==> config.mk <==
export PLATFORM = sky130hd
export DESIGN_NAME = plugboard_stage_flat
export DESIGN_NICKNAME = d
export VERILOG_FILES = /design/src/rtl/plugboard_stage_if.sv /design/src/rtl/plugboard_stage.sv /design/src/flat_wrapper.sv
export SDC_FILE = /design/constraint.sdc
export NUM_CORES = 1
export LEC_CHECK = 0
export BUFFER_PORTS_ARGS = -buffer_cell sky130_fd_sc_hd__clkbuf_2
export CORE_MARGIN = 8
export CORE_UTILIZATION = 34
export DETAILED_ROUTE_END_ITERATION = 8
export GPL_TIMING_DRIVEN = 0
export RECOVER_POWER = 50
export SYNTH_ARGS = -nofsm -noshare
export SYNTH_HDL_FRONTEND = slang
export SYNTH_SLANG_ARGS = --single-unit
==> constraint.sdc <==
create_clock -name clk -period 5.3 [get_ports clk]
set_clock_uncertainty 0.2 [all_clocks]
set_input_delay 0.265 -clock clk [delete_from_list [all_inputs] [get_ports clk]]
set_output_delay 0.265 -clock clk [all_outputs]
set_load 0.02 [all_outputs]
==> src/rtl/plugboard_stage_if.sv <==
// Stream and rotor handshake bundle for the plugboard front end.
// master: plugboard side, slave: source/rotor/sink side.
interface plugboard_stage_if;
  logic       in_valid;
  logic [7:0] in_char;
  logic       in_ready;
  logic       rot_valid;
  logic [7:0] rot_din;
  logic       rot_done;
  logic [7:0] rot_dout;
  logic       out_valid;
  logic [7:0] out_char;

  modport master (
    input  in_valid,
    input  in_char,
    output in_ready,
    output rot_valid,
    output rot_din,
    input  rot_done,
    input  rot_dout,
    output out_valid,
    output out_char
  );

  modport slave (
    output in_valid,
    output in_char,
    input  in_ready,
    input  rot_valid,
    input  rot_din,
    output rot_done,
    output rot_dout,
    input  out_valid,
    input  out_char
  );
endinterface

==> src/rtl/plugboard_stage.sv <==
// Enigma plugboard: input FIFO, letter-pair swap, rotor sequencer.
// One character in flight; non-letters bypass the rotor in order.
module plugboard_stage #(
  parameter int FIFO_DEPTH = 4,
  parameter int TIMEOUT    = 1024
) (
  input  logic       clk,
  input  logic       reset_n,
  input  logic       cfg_we,
  input  logic [7:0] cfg_a,
  input  logic [7:0] cfg_b,
  input  logic       cfg_clr,
  output logic       cfg_err,
  output logic       busy,
  output logic       timeout_err,
  plugboard_stage_if.master bus
);

  localparam int AW = $clog2(FIFO_DEPTH);
  localparam int TW = (TIMEOUT > 1) ? $clog2(TIMEOUT) : 1;
  localparam logic [TW-1:0] TMAX = TW'(TIMEOUT - 1);

  typedef enum logic [1:0] {
    IDLE,
    ISSUE,
    WAIT,
    EMIT
  } state_t;

  function automatic logic is_letter(input logic [7:0] c);
    return (c >= 8'd65) && (c <= 8'd90);
  endfunction

  function automatic logic [4:0] idx5(input logic [7:0] c);
    return is_letter(c) ? 5'(c - 8'd65) : 5'd0;
  endfunction

  logic [4:0] map_q [26];

  logic [7:0]    mem [FIFO_DEPTH];
  logic [AW-1:0] wr_ptr;
  logic [AW-1:0] rd_ptr;
  logic [AW:0]   count;
  logic          full;
  logic          empty;
  logic          push;
  logic          pop;
  logic [7:0]    head;

  state_t        state_q;
  state_t        state_d;
  logic [7:0]    cur_q;
  logic [7:0]    cur_d;
  logic          pend_q;
  logic          pend_d;
  logic [TW-1:0] cnt_q;
  logic [TW-1:0] cnt_d;
  logic          tmo;
  logic          tmo_hit;

  logic          rot_valid_q;
  logic          rot_valid_d;
  logic [7:0]    rot_din_q;
  logic [7:0]    rot_din_d;
  logic          out_valid_q;
  logic          out_valid_d;
  logic [7:0]    out_char_q;
  logic [7:0]    out_char_d;

  logic [7:0]    head_sw;
  logic [7:0]    dout_sw;
  logic [4:0]    ai;
  logic [4:0]    bi;
  logic          cfg_ok;
  logic          clr_eff;

  assign full  = (count == (AW+1)'(FIFO_DEPTH));
  assign empty = (count == '0);
  assign push  = bus.in_valid && !full;
  assign head  = mem[rd_ptr];
  assign busy  = (state_q != IDLE) || !empty;

  assign bus.in_ready  = !full;
  assign bus.rot_valid = rot_valid_q;
  assign bus.rot_din   = rot_din_q;
  assign bus.out_valid = out_valid_q;
  assign bus.out_char  = out_char_q;

  assign head_sw = 8'(map_q[idx5(head)]) + 8'd65;
  assign dout_sw = 8'(map_q[idx5(bus.rot_dout)]) + 8'd65;

  assign ai = idx5(cfg_a);
  assign bi = idx5(cfg_b);
  assign cfg_ok = cfg_we && !busy
               && is_letter(cfg_a) && is_letter(cfg_b)
               && (cfg_a != cfg_b)
               && (map_q[ai] == ai) && (map_q[bi] == bi);
  assign clr_eff = cfg_clr && !busy;

  assign tmo_hit = (TIMEOUT != 0) && (cnt_q == TMAX)
                && !bus.rot_done;

  always_ff @(posedge clk) begin
    if (push) mem[wr_ptr] <= bus.in_char;
  end

  always_ff @(posedge clk or negedge reset_n) begin
    if (!reset_n) begin
      wr_ptr <= '0;
      rd_ptr <= '0;
      count  <= '0;
    end else begin
      if (push) wr_ptr <= wr_ptr + 1'b1;
      if (pop)  rd_ptr <= rd_ptr + 1'b1;
      count <= count + (AW+1)'(push) - (AW+1)'(pop);
    end
  end

  always_ff @(posedge clk or negedge reset_n) begin
    if (!reset_n) begin
      for (int i = 0; i < 26; i++) map_q[i] <= 5'(i);
      cfg_err     <= 1'b0;
      timeout_err <= 1'b0;
    end else begin
      if (clr_eff) begin
        for (int i = 0; i < 26; i++) map_q[i] <= 5'(i);
      end else if (cfg_ok) begin
        map_q[ai] <= bi;
        map_q[bi] <= ai;
      end
      cfg_err     <= cfg_we && !clr_eff && !cfg_ok;
      timeout_err <= !clr_eff && (timeout_err || tmo);
    end
  end

  always_comb begin
    state_d     = state_q;
    cur_d       = cur_q;
    pend_d      = pend_q;
    cnt_d       = cnt_q;
    pop         = 1'b0;
    tmo         = 1'b0;
    rot_valid_d = 1'b0;
    rot_din_d   = 8'd0;
    out_valid_d = 1'b0;
    out_char_d  = out_char_q;
    unique case (state_q)
      IDLE: begin
        if (!empty) begin
          pop   = 1'b1;
          cur_d = head;
          if (is_letter(head)) begin
            state_d     = ISSUE;
            rot_valid_d = 1'b1;
            rot_din_d   = head_sw;
          end else begin
            state_d = EMIT;
            pend_d  = 1'b1;
          end
        end
      end
      ISSUE: begin
        state_d = WAIT;
        cnt_d   = '0;
      end
      WAIT: begin
        unique case (1'b1)
          bus.rot_done: begin
            out_valid_d = 1'b1;
            out_char_d  = is_letter(bus.rot_dout)
                        ? dout_sw : bus.rot_dout;
            pend_d      = 1'b0;
            state_d     = EMIT;
          end
          tmo_hit: begin
            tmo     = 1'b1;
            state_d = IDLE;
          end
          default: cnt_d = cnt_q + 1'b1;
        endcase
      end
      EMIT: begin
        // bypass chars strobe here; rotor results already strobed
        out_valid_d = pend_q;
        if (pend_q) out_char_d = cur_q;
        pend_d  = 1'b0;
        state_d = IDLE;
      end
      default: state_d = IDLE;
    endcase
  end

  always_ff @(posedge clk or negedge reset_n) begin
    if (!reset_n) begin
      state_q     <= IDLE;
      cur_q       <= 8'd0;
      pend_q      <= 1'b0;
      cnt_q       <= '0;
      rot_valid_q <= 1'b0;
      rot_din_q   <= 8'd0;
      out_valid_q <= 1'b0;
      out_char_q  <= 8'd0;
    end else begin
      state_q     <= state_d;
      cur_q       <= cur_d;
      pend_q      <= pend_d;
      cnt_q       <= cnt_d;
      rot_valid_q <= rot_valid_d;
      rot_din_q   <= rot_din_d;
      out_valid_q <= out_valid_d;
      out_char_q  <= out_char_d;
    end
  end

endmodule

==> src/flat_wrapper.sv <==
// flat-port wrapper written by rule: the top's interface ports become plain ports
module plugboard_stage_flat 
#(
  parameter int FIFO_DEPTH = 4,
  parameter int TIMEOUT    = 1024
)
  (clk, reset_n, cfg_we, cfg_a, cfg_b, cfg_clr, cfg_err, busy, timeout_err, bus_in_valid, bus_in_char, bus_in_ready, bus_rot_valid, bus_rot_din, bus_rot_done, bus_rot_dout, bus_out_valid, bus_out_char);
  plugboard_stage_if bus_i ();
  input  logic clk;
  input  logic reset_n;
  input  logic cfg_we;
  input  logic [7:0] cfg_a;
  input  logic [7:0] cfg_b;
  input  logic cfg_clr;
  output logic cfg_err;
  output logic busy;
  output logic timeout_err;
  input wire logic [$bits(bus_i.in_valid)-1:0] bus_in_valid;
  input wire logic [$bits(bus_i.in_char)-1:0] bus_in_char;
  output wire logic [$bits(bus_i.in_ready)-1:0] bus_in_ready;
  output wire logic [$bits(bus_i.rot_valid)-1:0] bus_rot_valid;
  output wire logic [$bits(bus_i.rot_din)-1:0] bus_rot_din;
  input wire logic [$bits(bus_i.rot_done)-1:0] bus_rot_done;
  input wire logic [$bits(bus_i.rot_dout)-1:0] bus_rot_dout;
  output wire logic [$bits(bus_i.out_valid)-1:0] bus_out_valid;
  output wire logic [$bits(bus_i.out_char)-1:0] bus_out_char;
  assign bus_i.in_valid = bus_in_valid;
  assign bus_i.in_char = bus_in_char;
  assign bus_in_ready = bus_i.in_ready;
  assign bus_rot_valid = bus_i.rot_valid;
  assign bus_rot_din = bus_i.rot_din;
  assign bus_i.rot_done = bus_rot_done;
  assign bus_i.rot_dout = bus_rot_dout;
  assign bus_out_valid = bus_i.out_valid;
  assign bus_out_char = bus_i.out_char;
  plugboard_stage #(.FIFO_DEPTH(FIFO_DEPTH), .TIMEOUT(TIMEOUT)) u_core (.clk(clk), .reset_n(reset_n), .cfg_we(cfg_we), .cfg_a(cfg_a), .cfg_b(cfg_b), .cfg_clr(cfg_clr), .cfg_err(cfg_err), .busy(busy), .timeout_err(timeout_err), .bus(bus_i));
endmodule
==> reports/results.ini <==
[floorplan]
floorplan.initialDensity_pct=34.2
core_area_mm2=0.0499
die_h_um=240
die_x_um=240
placementRows=82
io_pins=60
die_area_mm2=0.0576

[drt]
routed-wl-met3_mm=15.4
dr.first_iter.drc_count=3216
vias=20500
wire_per_inst_um=42.0
drcViolationCount=0
wl_met2_mm=49.4
viasPerCell=7.07
routed.top_layer=met5
drt-total-wl_mm=122
drt.antenna.violating_nets=0
wl_met1_mm=45.4
drtPass1Iterations=7

[clock_network]
clkLatencyLatePin_ns=0.61
clk_pin_slew_ns=0.07
cts_buffer_depth=3
cts-root-buf=clkbuf_16
cts_tree=yes
h-tree-depth=1
clock_sinks=208
cts_made_buffers=27

[final_layout]
fin_nets=2257
layout-drive-gt1-share_pct=15.5
instances_no_fill=2892
syn2layout_area_growth_pct=15.0

[timing]
drv_slew=84
hold_violations=0
worst_slew_pin_slew_ns=3.98
slew_headroom_pct=-165
rsz0062_at_grt=yes
min_period_ns=5.38
finalCritPeriodShare_pct=101
setup_ws_ns=-0.0762
finalSetupViolCount=13
fmax_mhz=186

[status]
outcome=complete, but fails checks
violations=max-capacitance violations, max-slew violations, negative setup slack

[logic_synthesis]
synth-edff-count=32
yosysSeqAreaShare_pct=31.9
ys_warn_count=0
async_flop_share_pct=84.6
synth_cells=2087
synth_fp_nets=2147
ys_types=97
synth-seq-cells=208
synthesis.area_mm2=0.0171
ys.flop_type=dfrtp_1
syn_area_per_cell_um2=8.18

[power]
seq_power_share_pct=34.0
leakage_nw=7.58
swShare_pct=47.5
power_mw=8.31
p_per_area_mw_per_mm2=423
p_sw_mw=3.95
ir_worst_vdd_mv=0.310
p_clk_share_pct=23.7
cellInternalPower_mw=4.36
comb_power_share_pct=42.3

[worst_setup_path]
crit_type=primary input to register
r2r-end=u_core.bus.rot_din[4]
rr_startpoint=u_core.rd_ptr[1]
reg2reg_depth=16
cp_data_arrival_time_ns=5.65
reg2reg_slack_ns=0.24
cp_max_fo=10
critical_path.startpoint=cfg_a[0]
critPathCapture=u_core.map_q[4]
cp-end-kind=register
critical_path_required_ns=5.57
cp-start-kind=primary input

[global_route]
grt_max_degree=101
grt_antenna_before_repair=8
grt_pass1_vias=19200
grt_remaining_overflow=0
grt_pass1_wl_mm=164
grt_usage_pct=41.1

[placed_design]
io_buffers=53
dp_cells=2819
dpl.hpwl_mm=91.1
finalWeightedCongestion=1.10

[hold_path]
holdCritPathClass=primary input to register

[job]
max_cap_violations=2

==> cell type report <==
type / instances / area, um2
flip-flops and latches: 208 / 5440
inverters: 68 / 258
plain buffers: 180 / 828
fillers: 5239 / 30200
multi-input cells: 1628 / 10800
well taps: 672 / 841
clock inverters: 13 / 153
clock buffers: 37 / 753
diodes: 2 / 5.00
repair buffers: 84 / 551
==> power by group through the flow <==
stage | logic (mW) | registers [mW] | clock network, mW
after floorplan | 2.22 | 2.30 | 0
after CTS | 3.38 | 2.74 | 1.97
after global routing | 3.74 | 2.77 | 2.03
after global placement | 3.31 | 2.76 | 0
final | 3.52 | 2.83 | 1.97
after detailed placement | 3.33 | 2.77 | 0
==> worst min path at each step <==
| stage | slack [ns] | cells after the start | start | endpoint |
|---|---|---|---|---|
| floorplan | -0.23 | 0 | reset_n | u_core.bus.out_char[0] |
| detailed placement | 0.17 | 1 | reset_n | u_core.cnt_q[9] |
| global placement | 0.26 | 2 | u_core.bus.out_char[0] | u_core.bus.out_char[0] |
| CTS | 0.03 | 5 | bus_rot_dout[1] | u_core.bus.out_char[1] |
| global route | 0.08 | 5 | bus_rot_dout[1] | u_core.bus.out_char[1] |
| finish | 0.05 | 5 | bus_rot_dout[1] | u_core.bus.out_char[1] |
==> synthesized netlist by cell type (26+ instances only) <==
cell	n	area [um2]
a211o_1	35	307
o211ai_1	27	203
dfrtp_1	119	2980
xnor2_1	32	280
nand3_1	80	400
nor3_1	78	390
o31ai_1	28	210
buf_2	50	250
mux2i_1	64	641
a31oi_1	106	663
mux4_2	26	586
o21ai_0	75	375
o22ai_1	84	526
nor2_1	208	781
a21oi_1	119	596
dfstp_2	57	1500
inv_1	65	244
edfxtp_1	32	961
nor4_1	26	163
mux2_2	26	293
nand2_1	197	739
clkbuf_1	114	428
==> timing repair <==
item	in CTS	in global routing
gates cloned	0	0
hold buffers	16	0
endpoints found under the setup margin	137	131
gates resized for setup	50	52
pin swaps	2	4
hold endpoints to repair	118	0
buffers inserted	2	6
==> registers in the layout (all words and copies together) (netlist names), 2 cells and up <==
| name | cells |
|---|---|
| u_core.map_q | 130 |
| u_core.mem | 32 |
| u_core.cnt_q | 10 |
| u_core.bus.out_char | 8 |
| u_core.cur_q | 8 |
| u_core.bus.rot_din | 6 |
| u_core.count | 3 |
| u_core.rd_ptr | 2 |
| u_core.state_q | 2 |
| u_core.wr_ptr | 2 |
==> placed cells by master (no fill, tap or decap), types with 18 or more instances in the layout <==
cell / instances
nor2_1: 202
nand2_1: 192
clkbuf_1: 120
dfrtp_1: 119
a21oi_1: 118
a31oi_1: 106
o22ai_1: 84
nand3_1: 75
nor3_1: 75
o21ai_0: 74
inv_1: 64
mux2i_1: 64
dfstp_2: 57
clkbuf_2: 49
buf_2: 46
a211o_1: 35
xnor2_1: 32
edfxtp_1: 32
o211ai_1: 27
clkbuf_16: 27
mux4_2: 26
mux2_2: 26
o31ai_1: 26
o221ai_1: 25
nor4_1: 24
nand4_1: 23
buf_4: 20
a21o_1: 20
ha_1: 20
nor2b_1: 19
and3_1: 19
a211oi_1: 18
a221oi_1: 18
==> per-stage QoR <==
step	util, %	worst slack, ns	hold slack [ns]	TNS, ns	cell area (um2)
2_1_floorplan	-	0.566	-0.231	0	17100
3_3_place_gp	36.4	-4.05	0.258	-440.05	18200
3_5_place_dp	36.7	-2.41	0.168	-249.13	18300
4_1_cts	39.1	0.00183	0.0271	0	19500
5_1_grt	39.4	-0.0391	0.0799	-0.0596	19600
6_report	39.4	-0.0762	0.0493	-0.360	19600
==> critical path: stages <==
cell and delay, ns:
clkbuf_2 0.15, clkinv_1 0.39, ha_2 0.37, nor3b_2 0.17, nand2_1 0.10, buf_2 0.24
nand3_2 0.43, nor2_2 0.70, a31oi_1 0.35, a2111oi_2 0.47, nand4_1 0.28, or4_4 0.70
buf_6 0.20, or4_1 0.54, o211ai_1 0.26
==> logic make-up after synthesis <==
| group | Yosys count | share of synthesized area (%) |
|---|---|---|
| AND/OR/NAND/NOR | 742 | 20.9 |
| flip-flops | 208 | 31.9 |
| XOR/XNOR | 46 | 2.36 |
| other | 1 | 0.0220 |
| adder cells (fa/ha/maj) | 22 | 1.66 |
| multiplexers | 116 | 8.90 |
| buffers and inverters | 251 | 6.06 |
| AO/OA/AOI/OAI | 701 | 28.3 |
==> layer usage <==
| metal | track usage (%) | vias up |
|---|---|---|
| li1 | - | 8212 |
| met1 | 50.6 | 10100 |
| met2 | 59.2 | 1650 |
| met3 | 14.5 | 471 |
| met4 | 29.4 | 6 |
| met5 | 0 | - |
(Power assumes the default switching activity.)
